**config.mk**
```make
export PLATFORM = sky130hd
export DESIGN_NAME = psc_trigger_serializer
export DESIGN_NICKNAME = d
export VERILOG_FILES = /design/src/rtl/psc_trigger_serializer.sv
export SDC_FILE = /design/constraint.sdc
export NUM_CORES = 1
export LEC_CHECK = 0
export CAP_MARGIN = 20
export CORE_UTILIZATION = 52
export DETAILED_ROUTE_END_ITERATION = 8
export PLACE_DENSITY = 0.82
export SLEW_MARGIN = 20
export SYNTH_ARGS = -nofsm -noshare
export SYNTH_HDL_FRONTEND = slang
export SYNTH_SLANG_ARGS = --single-unit
```
**constraint.sdc**
```tcl
create_clock -name clk -period 6.4 [get_ports clk]
set_input_delay 0.64 -clock clk [delete_from_list [all_inputs] [get_ports clk]]
set_output_delay 0.64 -clock clk [all_outputs]
set_load 0.005 [all_outputs]
```
**src/rtl/psc_trigger_serializer.sv**
```systemverilog
// psc_trigger_serializer: 10-bit async frame per slot cycle (trigger or idle code),
// trigger counting and slot-sequence error detection.
module psc_trigger_serializer #(
   parameter logic [7:0] TRIG_CODE = 8'hA5,
   parameter logic [7:0] IDLE_CODE = 8'h55
) (
   input  logic        clk,
   input  logic        reset,
   input  logic        is_trigger,
   input  logic [3:0]  tx_counter,
   input  logic        enable,
   input  logic        err_clr,
   output logic        tx_out,
   output logic        frame_start,
   output logic        trigger_sent,
   output logic [15:0] trigger_count,
   output logic        sync_err
);
   logic        tx_q, tx_d;
   logic        frame_start_q, frame_start_d;
   logic        trigger_sent_q, trigger_sent_d;
   logic [15:0] trigger_count_q, trigger_count_d;
   logic        sync_err_q, sync_err_d;
   logic [7:0]  data_q, data_d;
   logic        frame_active_q, frame_active_d;
   logic        is_trig_frame_q, is_trig_frame_d;
   logic [3:0]  prev_cnt_q, prev_cnt_d;
   logic        prev_valid_q, prev_valid_d;
   logic [3:0]  exp_cnt;
   logic [2:0]  bit_idx;
   logic        err, k0, k9;

   always_comb begin
      exp_cnt         = prev_cnt_q == 4'd9 ? 4'd0 : prev_cnt_q + 4'd1;
      err             = (prev_valid_q && tx_counter != exp_cnt) || tx_counter > 4'd9;
      k0              = tx_counter == 4'd0 && !err;
      k9              = tx_counter == 4'd9 && !err;
      bit_idx         = 3'(tx_counter - 4'd1);
      // a sequence error aborts the frame; the stop slot ends it normally
      frame_active_d  = (err || k9) ? 1'b0 : k0 ? enable : frame_active_q;
      is_trig_frame_d = (err || k9) ? 1'b0 : k0 ? (enable & is_trigger) : is_trig_frame_q;
      data_d          = k0 ? (is_trigger ? TRIG_CODE : IDLE_CODE) : data_q;
      tx_d            = k0 ? !enable
                      : (err || !frame_active_q || tx_counter == 4'd0 || tx_counter == 4'd9) ? 1'b1
                      : data_q[bit_idx];
      frame_start_d   = k0 && enable;
      trigger_sent_d  = k9 && is_trig_frame_q;
      trigger_count_d = trigger_count_q + 16'(trigger_sent_d);
      sync_err_d      = err || (sync_err_q && !err_clr);
      prev_cnt_d      = tx_counter;
      prev_valid_d    = 1'b1;
   end

   always_ff @(posedge clk or negedge reset) begin
      if (!reset) begin
         tx_q            <= 1'b1;
         frame_start_q   <= 1'b0;
         trigger_sent_q  <= 1'b0;
         trigger_count_q <= 16'd0;
         sync_err_q      <= 1'b0;
         data_q          <= IDLE_CODE;
         frame_active_q  <= 1'b0;
         is_trig_frame_q <= 1'b0;
         prev_cnt_q      <= 4'd0;
         prev_valid_q    <= 1'b0;
      end else begin
         tx_q            <= tx_d;
         frame_start_q   <= frame_start_d;
         trigger_sent_q  <= trigger_sent_d;
         trigger_count_q <= trigger_count_d;
         sync_err_q      <= sync_err_d;
         data_q          <= data_d;
         frame_active_q  <= frame_active_d;
         is_trig_frame_q <= is_trig_frame_d;
         prev_cnt_q      <= prev_cnt_d;
         prev_valid_q    <= prev_valid_d;
      end
   end

   assign tx_out        = tx_q;
   assign frame_start   = frame_start_q;
   assign trigger_sent  = trigger_sent_q;
   assign trigger_count = trigger_count_q;
   assign sync_err      = sync_err_q;
endmodule

```
==> impl_metrics.json <==
{
  "cpMaxStageDelayCell": "clkdlybuf4s50_1",
  "final_nets": 160,
  "syn_to_final_growth_pct": 30.3,
  "crit_top_cell": "xnor2_1",
  "ys_types": 32,
  "syn_area_per_cell_um2": 11.6,
  "postSynth.asyncResetShare_pct": 100,
  "netlist_instances": 112,
  "path_class": "in -> reg",
  "fin_crit_sh_pct": 54.5,
  "synth_seq_area_share_pct": 56.2,
  "fin_area_um2": 1690,
  "layout_commonest_cell": "clkdlybuf4s50_1",
  "grt_pass1_vias": 956,
  "regToRegSetupSlack_ps": 3360,
  "hold_violations": 0,
  "cts_buffer_depth": 2,
  "drt_iter0_drc": 18,
  "core_area_um2": 2280,
  "ys_ff_latch": 29,
  "period_minus_slack_ps": 3490,
  "syn-num-nets": 124,
  "setup_viol": 0,
  "port_buffers": 28,
  "reg2reg_depth": 13,
  "cts_root_buffer": "clkbuf_4",
  "die_h_um": 51.9,
  "cts_setup_buffers": 0,
  "clk_pin_slew_ps": 90,
  "end_kind": "register",
  "grt_max_degree": 30,
  "power_frac_comb_pct": 9.1,
  "path_delay_family": "simple AND/OR/NAND/NOR gates",
  "cts_resized": 0,
  "path_buf_inv": 1,
  "h-tree-depth": 2,
  "intPower_mw": 0.271,
  "worst_hold_path_type": "reg -> reg",
  "worstPathMaxFanout": 6,
  "grt_pass1_wl_um": 4160,
  "route.detailed.drc": 0,
  "maxCapViolCount": 0,
  "cts_hold_buf": 0,
  "initial_core_util_pct": 56.9,
  "crit_arrival_ps": 3700,
  "cts_tree": "done",
  "yosys_most_used_dff": "dfrtp_1",
  "rsz0062_at_grt": "no",
  "status": "finished clean",
  "cp.required_ps": 6610,
  "numCtsBuffers": 5,
  "via_per_inst": 5.31,
  "antenna_left": 0,
  "rows": 17,
  "final_cell_mix": "28 x clkdlybuf4s50_1, 27 x dfrtp_1, 11 x xnor2_1",
  "netlist_area_um2": 1290,
  "fillCellCount": 158,
  "first_pass_iters": 4,
  "tns_ps": 0,
  "antenna_found_initial": 0,
  "crit_cells": 13,
  "slew_viol_final": 0,
  "ys.warnings.count": 0,
  "globalplace.congestion": 0.824,
  "synth_edf_count": 0,
  "dpl_cell_area_um2": 1620,
  "routed_wirelength_um": 2410,
  "max_freq_mhz": 286,
  "clockPowerShare_pct": 35.3,
  "hold_depth": 1,
  "dp_hpwl_um": 1800,
  "grtUsageTotal_pct": 22.1,
  "cellPowerDensity_nw_per_um2": 207,
  "path_cells": "clkdlybuf4s50_1 -> xor2_1 -> xnor2_1 -> a22oi_2 -> o31a_2 -> nor2_1 -> ha_1 -> and3_1 -> nand3_1 -> nor3_1 -> and4_1 -> nand2_1 -> xnor2_1",
  "crit_path_start_kind": "primary input",
  "cts_sinks": 29,
  "wl_per_cell_um": 13.6,
  "fp.dieW_um": 51.9,
  "switching_share_pct": 22.5,
  "drive_above_1_share_pct": 12.1,
  "fin_skew_ps": 8.96,
  "p_leak_nw": 0.776,
  "switchingPower_mw": 0.0787,
  "ir_drop_mv": 0.175,
  "p_seq_share_pct": 55.6,
  "vias": 939,
  "cpPeakStageDelay_ps": 570,
  "clock_latency_ps": 320,
  "globalRouteOverflowTotal": 0,
  "io_pins": 29,
  "die_area_um2": 2690,
  "diodes": 0
}
==> cells by family (layout without fill, tap and decap cells) <==
logic type,count (synthesis),count (layout),synth area share (%)
xor+xnor,18,18,12.2
mux,2,2,2.32
simple gates,42,42,17.7
other cells,1,1,0.290
buf+inv,4,41,1.16
flops,29,29,56.2
compound gates,13,13,7.25
fa+ha+maj,3,3,2.90
==> synth_stat cells, types with 2 or more instances <==
| cell | number | area [um^2] |
|---|---|---|
| dfrtp_1 | 27 | 676 |
| xnor2_1 | 11 | 96.3 |
| nand2_1 | 10 | 37.5 |
| xor2_1 | 7 | 61.3 |
| nand4_1 | 5 | 31.3 |
| nor2_1 | 5 | 18.8 |
| o21ai_0 | 5 | 25.0 |
| inv_1 | 4 | 15.0 |
| nor2b_1 | 4 | 25.0 |
| ha_1 | 3 | 37.5 |
| nand3_1 | 3 | 15.0 |
| nor3_1 | 3 | 15.0 |
| and3_1 | 2 | 12.5 |
| dfstp_2 | 2 | 52.6 |
| mux2_4 | 2 | 30.0 |
| nand2b_1 | 2 | 12.5 |
| o21ai_1 | 2 | 10.0 |
==> area by class of cell <==
type                       count  area (um^2)  share of cell area [%]
sequential                    29          728                    43.1
multi-input combinational     79          552                    32.7
timing repair buffer          29          288                    17.0
clock buffer                   7         65.1                    3.85
tap                           28         35.0                    2.08
inverter                       4         15.0                   0.890
clock inverter                 1         5.00                   0.297
==> per-layer routing <==
metal,track usage (%),up-vias,part of all wire [%]
li1,-,454,-
met1,26.7,458,46
met2,33.3,20,48
met3,8.19,7,3.7
met4,13.5,0,2.0
met5,0,-,0
==> metrics by stage <==
step / hold slack [ps] / setup WS, ps / cells / utilization (%) / total power, mW
final: 490 / 2910 / 177 / 74.2 / 0.350
after global routing: 525 / 2630 / 177 / 74.2 / 0.366
after CTS: 497 / 2900 / 177 / 74.2 / 0.354
after detailed placement: 483 / 2560 / 169 / 71.1 / 0.230
after global placement: 459 / 2730 / 169 / 71.1 / 0.229
after floorplan: 344 / 3430 / 112 / - / 0.214
==> final timing paths <==
| kind | startpoint | end |
|---|---|---|
| worst max-delay path | tx_counter[2] | trigger_count[15]$_DFF_PN0_ |
| worst min-delay path | trigger_count[15]$_DFF_PN0_ | trigger_count[15]$_DFF_PN0_ |
| worst max register to register | prev_cnt_q[2]$_DFF_PN0_ | trigger_count[15]$_DFF_PN0_ |
| worst min register to register | trigger_count[15]$_DFF_PN0_ | trigger_count[15]$_DFF_PN0_ |
| max in group asynchronous | reset | tx_out$_DFF_PN1_ |
| min in group asynchronous | reset | prev_valid_q$_DFF_PN0_ |
==> registers in the layout (all words and copies together) (netlist names) <==
| register | flops |
|---|---|
| trigger_count | 16 |
| tx_out | 1 |
| data_q | 2 |
| prev_valid_q | 1 |
| frame_start | 1 |
| prev_cnt_q | 4 |
| is_trig_frame_q | 1 |
| frame_active_q | 1 |
| sync_err | 1 |
| trigger_sent | 1 |
==> power groups by stage <==
stage / Clock (mW) / Sequential [mW] / Combinational, mW
2_1_floorplan: 0 / 0.197 / 0.0170
4_1_cts: 0.127 / 0.195 / 0.0325
6_report: 0.123 / 0.195 / 0.0319
5_1_grt: 0.135 / 0.195 / 0.0355
3_5_place_dp: 0 / 0.198 / 0.0322
3_3_place_gp: 0 / 0.198 / 0.0311
==> worst register-to-register path: stages, from the launching register on <==
cell	delay, ps
dfrtp_1	410
nand2b_1	150
o21ai_1	80
a22oi_1	290
xnor2_1	100
o31a_2	330
nor2_1	200
ha_1	180
and3_1	220
nand3_1	130
nor3_1	360
and4_1	290
nand2_1	80
xnor2_1	130
(Power assumes the default switching activity.)
